`config.mk`:
```
export PLATFORM = sky130hd
export DESIGN_NAME = cmd_resp_rx
export DESIGN_NICKNAME = d
export VERILOG_FILES = /design/src/rtl/cmd_resp_rx_pkg.sv /design/src/rtl/cmd_resp_rx_crc7_ser.sv /design/src/rtl/cmd_resp_rx.sv
export SDC_FILE = /design/constraint.sdc
export NUM_CORES = 1
export LEC_CHECK = 0
export CAP_MARGIN = 40
export CORE_ASPECT_RATIO = 1.75
export CORE_MARGIN = 1
export CORE_UTILIZATION = 55
export CTS_BUF_LIST = sky130_fd_sc_hd__clkbuf_2 sky130_fd_sc_hd__clkbuf_4 sky130_fd_sc_hd__clkbuf_8
export DETAILED_ROUTE_END_ITERATION = 10
export GPL_ROUTABILITY_DRIVEN = 0
export GPL_TIMING_DRIVEN = 0
export HOLD_SLACK_MARGIN = 0.02
export PLACE_DENSITY = 0.79
export SETUP_SLACK_MARGIN = 0.5
export SLEW_MARGIN = 30
export SYNTH_ARGS = -nofsm -noshare
export SYNTH_HDL_FRONTEND = slang
export SYNTH_HIERARCHICAL = 1
export SYNTH_SLANG_ARGS = --single-unit
```
`constraint.sdc`:
```
create_clock -name clk -period 7.05 [get_ports clk]
set_input_delay 1.41 -clock clk [delete_from_list [all_inputs] [get_ports clk]]
set_output_delay 1.41 -clock clk [all_outputs]
set_load 0.03 [all_outputs]
```
`src/rtl/cmd_resp_rx_pkg.sv`:
```
// Shared definitions for the SD CMD-line 48-bit response receiver:
// FSM states, frame bit positions and the CRC7 generator polynomial.
package cmd_resp_rx_pkg;

   typedef enum logic [2:0] {
      IDLE       = 3'd0,
      WAIT_START = 3'd1,
      SHIFT      = 3'd2,
      CHECK      = 3'd3,
      BUSY       = 3'd4,
      DONE       = 3'd5
   } rx_state_t;

   localparam int unsigned RESP_BITS = 48;
   localparam int unsigned IDX_LAST  = 7;
   localparam int unsigned CRC_FIRST = 40;
   localparam int unsigned END_BIT   = 47;
   localparam int unsigned BIT_W     = $clog2(RESP_BITS);

   // x^7 + x^3 + 1
   localparam logic [6:0] CRC7_POLY = 7'h09;

endpackage

```
`src/rtl/cmd_resp_rx_crc7_ser.sv`:
```
// Serial CRC7, MSB first. clr zeroes the register; clr together with en
// restarts the CRC with bit_in as its first bit.
module crc7_ser
   import cmd_resp_rx_pkg::*;
(
   input  logic       clk,
   input  logic       reset,
   input  logic       clr,
   input  logic       en,
   input  logic       bit_in,
   output logic [6:0] crc
);

   logic [6:0] base;
   logic [6:0] crc_d;
   logic       fb;

   always_comb begin
      base  = clr ? 7'h00 : crc;
      fb    = bit_in ^ base[6];
      crc_d = {base[5:0], 1'b0} ^ (fb ? CRC7_POLY : 7'h00);
   end

   always_ff @(posedge clk or negedge reset) begin
      if (!reset)   crc <= 7'h00;
      else if (en)  crc <= crc_d;
      else if (clr) crc <= 7'h00;
   end

endmodule

```
`src/rtl/cmd_resp_rx.sv`:
```
// SD CMD-line receiver for 48-bit responses (R1/R1b/R6/R7): waits for the
// start bit, captures index/argument/CRC7, checks the frame, tracks R1b busy.
module cmd_resp_rx
   import cmd_resp_rx_pkg::*;
#(
   parameter int unsigned NCR_MAX  = 64,
   parameter int unsigned BUSY_MAX = 65535,
   parameter int unsigned BUSY_W   = 16
)(
   input  logic        clk,
   input  logic        reset,
   input  logic        cmd_in,
   input  logic        dat0_in,
   input  logic        arm,
   input  logic        busy_chk,
   input  logic [7:0]  cmdn,
   output logic        rx_busy,
   output logic        done,
   output logic [5:0]  resp_index,
   output logic [31:0] resp_arg,
   output logic        crc_err,
   output logic        idx_err,
   output logic        frame_err,
   output logic        timeout
);

   localparam int unsigned NCR_W = $clog2(NCR_MAX + 1);

   rx_state_t         state_q, state_d;
   logic [5:0]        cmd_idx_q, cmd_idx_d;
   logic              busy_chk_q, busy_chk_d;
   logic [NCR_W-1:0]  ncr_q, ncr_d;
   logic [BUSY_W-1:0] busy_cnt_q, busy_cnt_d;
   logic [BIT_W-1:0]  bit_q, bit_d;
   logic [6:0]        rx_crc_q, rx_crc_d;
   logic              rx_busy_d, done_d;
   logic [5:0]        resp_index_d;
   logic [31:0]       resp_arg_d;
   logic              crc_err_d, idx_err_d, frame_err_d, timeout_d;
   logic              crc_clr, crc_en;
   logic [6:0]        crc_calc;

   // Only the 6-bit index is compared; the 0x40 marker bits carry no information.
   logic unused_cmdn_hi;
   assign unused_cmdn_hi = ^cmdn[7:6];

   crc7_ser u_crc7 (
      .clk    (clk),
      .reset  (reset),
      .clr    (crc_clr),
      .en     (crc_en),
      .bit_in (cmd_in),
      .crc    (crc_calc)
   );

   always_comb begin
      state_d      = state_q;
      cmd_idx_d    = cmd_idx_q;
      busy_chk_d   = busy_chk_q;
      ncr_d        = ncr_q;
      busy_cnt_d   = busy_cnt_q;
      bit_d        = bit_q;
      rx_crc_d     = rx_crc_q;
      resp_index_d = resp_index;
      resp_arg_d   = resp_arg;
      crc_err_d    = crc_err;
      idx_err_d    = idx_err;
      frame_err_d  = frame_err;
      timeout_d    = timeout;
      crc_clr      = 1'b0;
      crc_en       = 1'b0;

      case (state_q)
         IDLE: begin
            if (arm) begin
               cmd_idx_d    = cmdn[5:0];
               busy_chk_d   = busy_chk;
               crc_err_d    = 1'b0;
               idx_err_d    = 1'b0;
               frame_err_d  = 1'b0;
               timeout_d    = 1'b0;
               resp_index_d = 6'h00;
               resp_arg_d   = 32'h0;
               ncr_d        = '0;
               state_d      = WAIT_START;
            end
         end
         WAIT_START: begin
            if (!cmd_in) begin
               crc_clr = 1'b1;
               crc_en  = 1'b1;
               bit_d   = BIT_W'(1);
               state_d = SHIFT;
            end else begin
               ncr_d = ncr_q + NCR_W'(1);
               if (ncr_d == NCR_W'(NCR_MAX)) begin
                  timeout_d = 1'b1;
                  state_d   = DONE;
               end
            end
         end
         SHIFT: begin
            bit_d  = bit_q + BIT_W'(1);
            crc_en = (bit_q < BIT_W'(CRC_FIRST));
            if (bit_q == BIT_W'(1)) begin
               if (cmd_in) frame_err_d = 1'b1;
            end else if (bit_q <= BIT_W'(IDX_LAST)) begin
               resp_index_d = {resp_index[4:0], cmd_in};
            end else if (bit_q < BIT_W'(CRC_FIRST)) begin
               resp_arg_d = {resp_arg[30:0], cmd_in};
            end else if (bit_q < BIT_W'(END_BIT)) begin
               rx_crc_d = {rx_crc_q[5:0], cmd_in};
            end else begin
               if (!cmd_in) frame_err_d = 1'b1;
               state_d = CHECK;
            end
         end
         CHECK: begin
            crc_err_d  = (crc_calc != rx_crc_q);
            idx_err_d  = (resp_index != cmd_idx_q);
            busy_cnt_d = '0;
            state_d    = busy_chk_q ? BUSY : DONE;
         end
         BUSY: begin
            if (dat0_in) begin
               state_d = DONE;
            end else begin
               busy_cnt_d = busy_cnt_q + BUSY_W'(1);
               if (busy_cnt_d == BUSY_W'(BUSY_MAX)) begin
                  timeout_d = 1'b1;
                  state_d   = DONE;
               end
            end
         end
         DONE:    state_d = IDLE;
         default: state_d = IDLE;
      endcase

      done_d    = (state_d == DONE);
      rx_busy_d = (state_d != IDLE) && (state_d != DONE);
   end

   always_ff @(posedge clk or negedge reset) begin
      if (!reset) begin
         state_q    <= IDLE;
         cmd_idx_q  <= 6'h00;
         busy_chk_q <= 1'b0;
         ncr_q      <= '0;
         busy_cnt_q <= '0;
         bit_q      <= '0;
         rx_crc_q   <= 7'h00;
         rx_busy    <= 1'b0;
         done       <= 1'b0;
         resp_index <= 6'h00;
         resp_arg   <= 32'h0;
         crc_err    <= 1'b0;
         idx_err    <= 1'b0;
         frame_err  <= 1'b0;
         timeout    <= 1'b0;
      end else begin
         state_q    <= state_d;
         cmd_idx_q  <= cmd_idx_d;
         busy_chk_q <= busy_chk_d;
         ncr_q      <= ncr_d;
         busy_cnt_q <= busy_cnt_d;
         bit_q      <= bit_d;
         rx_crc_q   <= rx_crc_d;
         rx_busy    <= rx_busy_d;
         done       <= done_d;
         resp_index <= resp_index_d;
         resp_arg   <= resp_arg_d;
         crc_err    <= crc_err_d;
         idx_err    <= idx_err_d;
         frame_err  <= frame_err_d;
         timeout    <= timeout_d;
      end
   end

endmodule

```
# Word level (Yosys, flattened, before mapping)

Index checks and enable logic that the tools add are counted.
W data, S select, Z words.

Flip-flop bits (word level): 97
Bits of input ports: 14
Word-level logic and storage cells: 120

$add $sub $neg: 3
Magnitude comparators: 3
Equal/unequal tests: 26
Muxes and demuxes: 48
Bitwise operators: 5
Reductions and logical operators: 19

Operators with widths:

| kind                    | count |
|---|---|
| $mux W32                | 4 |
| $pmux W32 S2            | 1 |
| $pmux W16 S2            | 1 |
| $mux W7                 | 4 |
| $mux W3                 | 9 |
| $mux W6                 | 4 |
| $pmux W6 S2             | 2 |
| $ne A2 B2 Y1 const B    | 10 |
| $ne A3 B3 Y1 const B    | 6 |
| $add A16 B1 Y16 const B | 1 |
| $eq A16 B16 Y1 const B  | 1 |
| $mux W16                | 1 |
| $pmux W3 S5             | 1 |
| $mux W1                 | 14 |
| $pmux W7 S2             | 1 |
| $lt A6 B6 Y1 const B    | 2 |
| $reduce_and A5 Y1       | 2 |
| $reduce_bool A2 Y1      | 5 |
| $pmux W1 S2             | 4 |
| $reduce_and A2 Y1       | 4 |
| $add A7 B1 Y7 const B   | 1 |
| $eq A7 B7 Y1 const B    | 1 |
| $ne A7 B7 Y1            | 1 |
| $reduce_and A7 Y1       | 1 |
| 18 further kinds        | 23 |

# Logic depth before layout (Yosys ltp)

Gate-level depths: netlist (run 1).

Depth in word-level cells: 8
Depth in mapped cells: 9
Mapped depth without buffers: 7

# Modules after synthesis

Netlist (run 1), hierarchy kept.

Modules (own cells, without submodules):

| module      | times used | cells an instance | area an instance (um^2) | seq. area each (um^2) |
|---|---|---|---|---|
| cmd_resp_rx | 1          | 511               | 4429.2                  | 2252.2 |
| crc7_ser    | 1          | 31                | 331.6                   | 175.2 |

# Worst setup path before layout (run 1)

Ideal clock, no wire load.

Path kind: input -> register
Start point: input port arm
End point: register resp_arg[10]
Data arrival time: 2.416 ns
Required time: 6.918 ns
Path slack: 4.502 ns
Stages: 5
Path buffers: 2
Cells stage by stage: nand3_1 o21a_1 clkbuf_1 clkbuf_1 o21ai_1

Longest elaborated chain between the ends: 2

RTL lines:

| what                        | line               | source |
|---|---|---|
| start: declaration          | cmd_resp_rx.sv:14  | `input logic arm,` |
| $ne A2 B2 Y1 (no line)      | n/a                |  |
| $reduce_and A5 Y1 (no line) | n/a                |  |
| end signal: assignment      | cmd_resp_rx.sv:171 | `resp_arg <= resp_arg_d;` |
| end: declaration            | cmd_resp_rx.sv:20  | `output logic [31:0] resp_arg,` |

Every way passes these cells.
A chain may end at the register's enable or synchronous reset.

# Worst setup path after layout (run 1)

Start point: input port arm
End point: register resp_arg[4]

Same word-level chain as after synthesis.

==> impl_metrics.sql, run 1 <==
INSERT INTO impl_metrics (metric_group, metric, value, unit) VALUES
('setup_path', 'slowest_delay', '0.47', 'ns'),
('setup_path', 'r2r_slack', '4.40', 'ns'),
('timing', 'worst-slew-pin-transition', '0.555', 'ns'),
('timing', 'fin_worst_skew', '0.00856', 'ns'),
('setup_path', 'critical_path_cell_count', '7', ''),
('outcome', 'outcome', 'finished clean', ''),
('timing', 'post_layout_min_period', '3.09', 'ns'),
('layout', 'final_layout_size_suffix_gt1_share', '5.21', '%'),
('power_and_ir_drop', 'power.total', '1.66', 'mW'),
('clock_tree', 'holdBufCountCts', '0', ''),
('clock_tree', 'htreeDepth', '3', ''),
('power_and_ir_drop', 'power.density', '291', 'nW/µm²'),
('setup_path', 'worstReg2RegEnd', 'state_q[0]', ''),
('synthesis', 'synth_sequential_area_ratio', '51.0', '%'),
('route', 'remaining_drc_errors', '0', ''),
('run', 'maxCapViolCount', '0', ''),
('setup_path', 'critical_path_class', 'in2reg', ''),
('clock_tree', 'numCtsBuffers', '9', ''),
('synthesis', 'synthesis.instances', '542', ''),
('layout', 'number_of_fillers_in_the_final_layout', '702', ''),
('layout', 'flow.area_growth_from_synthesis', '19.6', '%'),
('power_and_ir_drop', 'ir_drop', '0.171', 'mV'),
('min_path', 'timing.hold.worst_path_depth', '2', ''),
('placement', 'dp.cells', '713', ''),
('clock_tree', 'cts_tree', 'done', ''),
('timing', 'maxSlewHeadroom', '62.7', '%'),
('clock_tree', 'cts_setup_buffers', '0', ''),
('route', 'number_of_vias_per_cell_after_detailed_routing', '5.69', ''),
('timing', 'timing_max_transition_violations_final', '0', ''),
('global_routing', 'grt_pass1_vias', '4137', ''),
('synthesis', 'count_of_flip_flops_with_a_built_in_enable_after_synthesis', '0', ''),
('clock_tree', 'maximum_count_of_clock_buffers_along_a_single_path', '2', ''),
('route', 'detail_route.iter0.violations', '287', ''),
('min_path', 'timing.hold.worst.start', 'resp_arg[31]', ''),
('min_path', 'hold_class', 'reg2reg', ''),
('synthesis', 'synth_cell_type_count', '50', ''),
('timing', 'totalNegativeSetupSlack', '0', 'ns'),
('setup_path', 'worstRegToRegCells', '7', ''),
('timing', 'rsz0062_at_grt', 'false', ''),
('synthesis', 'synth_ff_type', 'sky130_fd_sc_hd__dfrtp_1', ''),
('clock_tree', 'clock-sinks', '97', ''),
('floorplanning', 'standard_cell_core_area', '8370', 'µm²'),
('route', 'drt_wl_total', '11.3', 'mm'),
('synthesis', 'syn-num-nets', '561', ''),
('setup_path', 'worstPathBufferInverterCount', '3', ''),
('timing', 'setup_viol_count_final', '0', ''),
('timing', 'achievable-frequency', '324', 'MHz'),
('setup_path', 'critical-path-top-delay-family', 'buffers and inverters', ''),
('floorplanning', 'fp.dieArea', '9050', 'µm²'),
('route', 'drt_pre_antenna_iters', '4', ''),
('clock_tree', 'postCtsResizedCells', '0', ''),
('synthesis', 'proportion_of_synthesized_flip_flops_having_asynchronous_set_or_reset', '100', '%'),
('timing', 'hold_violations', '0', ''),
('placement', 'io_buffer_count', '55', ''),
('placement', 'placement.cell_area', '5480', 'µm²'),
('setup_path', 'timing.critical_path.required', '7.34', 'ns'),
('floorplanning', 'row_count', '44', ''),
('layout', 'finalInstanceArea', '5690', 'µm²'),
('synthesis', 'synth.ff_latch_count', '97', ''),
('floorplanning', 'floorplan.die.width', '72.3', 'µm'),
('clock_tree', 'clk_transition_reported_paths', '0.09', 'ns'),
('setup_path', 'worst_setup_ep_type', 'register', ''),
('layout', 'layout.area.seq', '2430', 'µm²'),
('route', 'final_antenna_net_count', '0', ''),
('timing', 'final_min_period_over_clock_period', '43.8', '%'),
('setup_path', 'crit_path_cell_trace', 'clkdlybuf4s50_1 > nand3_1 > o21a_1 > clkbuf_1 > clkbuf_1 > nand2_1 > o21ai_1', ''),
('setup_path', 'crit_path_start_kind', 'input pin', ''),
('power_and_ir_drop', 'power.leakage', '2.42', 'nW'),
('global_routing', 'overflow', '0', ''),
('floorplanning', 'io-pin-count', '58', ''),
('setup_path', 'worst_path_most_repeated_cell', 'sky130_fd_sc_hd__clkbuf_1', '');
-- per-stage QoR --
| stage | utilization, % | hold WS [ns] | setup WS [ns] |
|---|---|---|---|
| 6_report | 68.0 | 0.508 | 3.96 |
| 3_5_place_dp | 65.5 | 0.484 | 3.55 |
| 2_1_floorplan | - | 0.465 | 4.50 |
| 5_1_grt | 68.0 | 0.536 | 3.78 |
| 4_1_cts | 68.0 | 0.508 | 3.96 |
| 3_3_place_gp | 65.2 | 0.473 | 0.984 |
-- kinds of logic (layout without fill, tap and decap cells) --
family          Yosys count  count (layout)  synth area share [%]
simple gates            237             237                  22.2
xor+xnor                 17              17                  3.13
flops                    97              97                  51.0
buf+inv                  34             106                  2.81
compound gates          139             139                  16.7
mux                      13              13                  2.92
fa+ha+maj                 5               5                  1.31
-- layer usage --
metal / part of all wire [%] / GRT usage (%)
met1: 38 / 28.8
met2: 54 / 46.3
met3: 3.1 / 5.56
met4: 4.8 / 15.5
met5: 0 / 0
-- layout make-up --
class	count	area share [%]
clock buffer	11	2.55
sequential	97	42.6
buffer	25	1.76
multi-input combinational	411	38.6
clock inverter	5	1.10
timing repair buffer	56	10.2
inverter	9	0.594
tap	115	2.53
-- how the worst max path moves through the flow --
stage | end | start | slack (ns)
2_1_floorplan | resp_arg[10] | arm | 4.50
3_3_place_gp | rx_crc_q[5] | reset | 0.98
3_5_place_dp | resp_arg[4] | arm | 3.55
4_1_cts | resp_arg[4] | arm | 3.96
5_1_grt | resp_arg[12] | arm | 3.78
6_report | resp_arg[4] | arm | 3.96
-- worst min-delay path: cells and delay by family (launching register included) --
kind,cells,cell delay [ns]
simple gates,1,0.05
compound gates,1,0.06
flops,1,0.36
-- synth_stat cells, types with 2 or more instances --
library cell | instances | area [µm²]
sky130_fd_sc_hd__a21o_1 | 2 | 15.0
sky130_fd_sc_hd__a21oi_1 | 18 | 90.1
sky130_fd_sc_hd__a22o_1 | 2 | 17.5
sky130_fd_sc_hd__a31oi_1 | 9 | 56.3
sky130_fd_sc_hd__and2_1 | 2 | 12.5
sky130_fd_sc_hd__and3_1 | 13 | 81.3
sky130_fd_sc_hd__clkbuf_1 | 21 | 78.8
sky130_fd_sc_hd__dfrtp_1 | 97 | 2430
sky130_fd_sc_hd__ha_1 | 5 | 62.6
sky130_fd_sc_hd__inv_1 | 9 | 33.8
sky130_fd_sc_hd__mux2_2 | 6 | 67.6
sky130_fd_sc_hd__mux2i_1 | 6 | 60.1
sky130_fd_sc_hd__nand2_1 | 133 | 499
sky130_fd_sc_hd__nand2b_1 | 8 | 50.1
sky130_fd_sc_hd__nand3_1 | 20 | 100
sky130_fd_sc_hd__nand4_1 | 7 | 43.8
sky130_fd_sc_hd__nor2_1 | 33 | 124
sky130_fd_sc_hd__nor2b_1 | 6 | 37.5
sky130_fd_sc_hd__nor3_1 | 4 | 20.0
sky130_fd_sc_hd__nor4_1 | 3 | 18.8
sky130_fd_sc_hd__nor4b_1 | 2 | 17.5
sky130_fd_sc_hd__o21ai_0 | 50 | 250
sky130_fd_sc_hd__o21ai_1 | 34 | 170
sky130_fd_sc_hd__o22ai_1 | 7 | 43.8
sky130_fd_sc_hd__o31ai_1 | 4 | 30.0
sky130_fd_sc_hd__or3b_1 | 2 | 17.5
sky130_fd_sc_hd__xnor2_1 | 9 | 78.8
sky130_fd_sc_hd__xor2_1 | 8 | 70.1
-- placed cells by master (no fill, tap or decap), drive strengths merged, types with 2 or more instances in the layout --
cell type      count
a211oi             2
a21o               3
a21oi             18
a22o               2
a31oi              9
and2               2
and3              13
buf                5
clkbuf            33
clkdlybuf4s50     54
clkinvlp           2
dfrtp             97
ha                 5
inv               10
mux2               7
mux2i              6
nand2            133
nand2b             8
nand3             20
nand4              7
nor2              33
nor2b              6
nor3               5
nor4               3
nor4b              2
o21ai             85
o22ai              8
o31ai              4
or3b               2
xnor2              9
xor2               8
-- power by group --
group          total (mW)  leakage, nW  switching [mW]  internal, mW
Combinational       0.560        0.998           0.363         0.197
Sequential          0.723         1.32          0.0825         0.640
Clock               0.374       0.0996           0.194         0.180
-- flip-flops by register name (all words and copies together) (netlist names), 6 cells and up --
register,cells
bit_q,6
resp_index,6
ncr_q,7
resp_arg,32
rx_crc_q,7
busy_cnt_q,16
cmd_idx_q,6
u_crc7/crc,7
Note: power is estimated with default switching activity, not from simulation.
==> run 2, diff against run 1 <==
--- a/config.mk
+++ b/config.mk
@@ -8,13 +8,13 @@
 export CAP_MARGIN = 40
 export CORE_ASPECT_RATIO = 1.75
 export CORE_MARGIN = 1
-export CORE_UTILIZATION = 55
+export CORE_UTILIZATION = 52
 export CTS_BUF_LIST = sky130_fd_sc_hd__clkbuf_2 sky130_fd_sc_hd__clkbuf_4 sky130_fd_sc_hd__clkbuf_8
 export DETAILED_ROUTE_END_ITERATION = 10
 export GPL_ROUTABILITY_DRIVEN = 0
 export GPL_TIMING_DRIVEN = 0
 export HOLD_SLACK_MARGIN = 0.02
-export PLACE_DENSITY = 0.79
+export PLACE_DENSITY = 0.78
 export SETUP_SLACK_MARGIN = 0.5
 export SLEW_MARGIN = 30
 export SYNTH_ARGS = -nofsm -noshare
==> constraint.sdc (replaced) <==
create_clock -name clk -period 2.7 [get_ports clk]
set_input_delay 0.54 -clock clk [delete_from_list [all_inputs] [get_ports clk]]
set_output_delay 0.54 -clock clk [all_outputs]
set_load 0.03 [all_outputs]
==> impl_metrics.sql, run 2 (same netlist as run 1, synthesis figures left out) <==
INSERT INTO impl_metrics (metric_group, metric, value, unit) VALUES
('outcome', 'outcome', 'finished clean', ''),
('setup_path', 'critical_path_class', 'reg2reg', ''),
('global_routing', 'grt_start_max_net_pins', '55', ''),
('placement', 'place_worst_setup_slack', '0.133', 'ns'),
('power_and_ir_drop', 'power.density', '763', 'nW/µm²'),
('floorplanning', 'floorplan.die.width', '74.3', 'µm'),
('timing', 'post_route_worst_setup_slack', '0.551', 'ns'),
('layout', 'finish.net_count', '637', ''),
('timing', 'final_min_period_over_clock_period', '79.6', '%'),
('timing', 'fin_worst_skew', '0.0116', 'ns'),
('global_routing', 'grt_pass1_vias', '4063', ''),
('run', 'maxCapViolCount', '0', ''),
('route', 'final_antenna_net_count', '0', ''),
('clock_tree', 'cts_tree', 'done', ''),
('clock_tree', 'clk_transition_reported_paths', '0.08', 'ns'),
('global_routing', 'antenna_found_initial', '0', ''),
('layout', 'insertedDiodeCount', '0', ''),
('min_path', 'hold_class', 'in2async', ''),
('global_routing', 'grtUsageTotal', '24.5', '%'),
('setup_path', 'worstReg2RegStart', 'busy_cnt_q[0]', ''),
('power_and_ir_drop', 'power.total', '4.47', 'mW'),
('global_routing', 'overflow', '0', ''),
('clock_tree', 'cts.root.buffer_cell', 'sky130_fd_sc_hd__clkbuf_8', ''),
('power_and_ir_drop', 'power.leakage', '2.55', 'nW'),
('timing', 'post_layout_min_period', '2.15', 'ns'),
('floorplanning', 'io-pin-count', '58', ''),
('clock_tree', 'insertion_delay', '0.36', 'ns'),
('layout', 'registers.top_by_ff_count', 'resp_arg', ''),
('setup_path', 'worst_setup_ep_type', 'register', ''),
('setup_path', 'timing.critical_path.required', '2.98', 'ns'),
('placement', 'dp_hpwl', '8.20', 'mm'),
('layout', 'top_regs', 'resp_arg: 32 flops, busy_cnt_q: 16 flops', ''),
('timing', 'achievable-frequency', '465', 'MHz'),
('floorplanning', 'row_count', '45', ''),
('clock_tree', 'htreeDepth', '3', ''),
('route', 'drt_wl_total', '11.2', 'mm'),
('layout', 'non_filler_cells_in_the_finished_layout', '740', ''),
('setup_path', 'arrival', '2.43', 'ns'),
('floorplanning', 'fp.dieArea', '9560', 'µm²'),
('route', 'number_of_vias_per_cell_after_detailed_routing', '5.63', ''),
('clock_tree', 'clock-sinks', '97', ''),
('timing', 'worst-slew-pin-transition', '0.497', 'ns'),
('layout', 'finalInstanceArea', '5870', 'µm²'),
('timing', 'hold_slack', '0.0864', 'ns'),
('layout', 'final_cell_mix', 'sky130_fd_sc_hd__nand2_1, sky130_fd_sc_hd__dfrtp_1, sky130_fd_sc_hd__clkdlybuf4s50_1, sky130_fd_sc_hd__o21ai_0, sky130_fd_sc_hd__o21ai_1', ''),
('floorplanning', 'standard_cell_core_area', '8780', 'µm²'),
('timing', 'rsz0062_at_grt', 'true', ''),
('clock_tree', 'numCtsBuffers', '9', ''),
('layout', 'final_layout_size_suffix_gt1_share', '9.95', '%'),
('route', 'drt_pre_antenna_iters', '4', ''),
('layout', 'post-route-util', '66.8', '%'),
('setup_path', 'crit_path_start_kind', 'register', ''),
('clock_tree', 'maximum_count_of_clock_buffers_along_a_single_path', '2', ''),
('timing', 'hold_violations', '0', ''),
('setup_path', 'critPathMaxFanout', '2', ''),
('route', 'detail_route.iter0.violations', '277', ''),
('placement', 'placement.cell_area', '5500', 'µm²'),
('timing', 'totalNegativeSetupSlack', '0', 'ns'),
('placement', 'dp.cells', '715', ''),
('clock_tree', 'holdBufCountCts', '0', ''),
('layout', 'flow.area_growth_from_synthesis', '23.2', '%'),
('power_and_ir_drop', 'ir_drop', '0.436', 'mV'),
('layout', 'largest_register_ffs', '32', ''),
('timing', 'setup_viol_count_final', '0', ''),
('timing', 'maxSlewHeadroom', '66.8', '%'),
('global_routing', 'wire_length_of_the_first_global_routing_pass', '17.8', 'mm'),
('route', 'drt-wirelength-per-cell', '15.2', 'µm'),
('layout', 'most_common_cell_after_layout_fill_and_taps_aside', 'sky130_fd_sc_hd__nand2_1', ''),
('floorplanning', 'starting_density_of_the_core', '54.2', '%'),
('placement', 'io_buffer_count', '55', ''),
('setup_path', 'first_element_of_the_critical_path', 'busy_cnt_q[0]', ''),
('route', 'route.vias.total', '4165', ''),
('timing', 'timing_max_transition_violations_final', '0', ''),
('route', 'remaining_drc_errors', '0', ''),
('floorplanning', 'die_height', '129', 'µm');
run 2: final cells by class:
type                            count  area, µm²
Clock inverter                      5       78.8
Tap cell                          117        146
Inverter                            9       33.8
Fill cell                         734       2920
Sequential cell                    97       2430
Clock buffer                       11        139
Multi-Input combinational cell    411       2280
Buffer                             25        109
Timing Repair Buffer               65        651
run 2: per-layer routing:
layer / up-vias / part of all wire, % / track usage (%)
met5: - / 0 / 0
met3: 24 / 3.1 / 4.46
li1: 2027 / - / -
met2: 100 / 56 / 44.7
met4: 0 / 3.4 / 14.1
met1: 2014 / 38 / 25.4
run 2: worst paths after layout:
kind	cells after the start	slack [ns]	to
setup reg to reg	7	0.55	done
hold reg to reg	2	0.50	resp_arg[31]
max in group asynchronous	2	2.02	u_crc7/crc[5]
hold / removal	1	0.09	cmd_idx_q[4]
setup / recovery	7	0.55	done
min in group clk	2	0.50	resp_arg[31]
run 2: worst max-delay path, stage by stage, from the launching register on:
cell	delay (ns)
sky130_fd_sc_hd__dfrtp_2	0.43
sky130_fd_sc_hd__buf_4	0.15
sky130_fd_sc_hd__a21bo_4	0.21
sky130_fd_sc_hd__or3b_1	0.38
sky130_fd_sc_hd__a211oi_2	0.23
sky130_fd_sc_hd__o22ai_2	0.14
sky130_fd_sc_hd__o41a_1	0.37
sky130_fd_sc_hd__o22ai_2	0.16
run 2: report_power, final:
group	internal [mW]	switching, mW
clock network	0.543	0.487
logic	0.581	0.984
registers	1.67	0.205
total	2.80	1.68
run 2: what timing repair did:
action,CTS,global route
buffers inserted,3,6
pin swaps,1,1
resized for setup,10,15
setup endpoints to repair,35,36
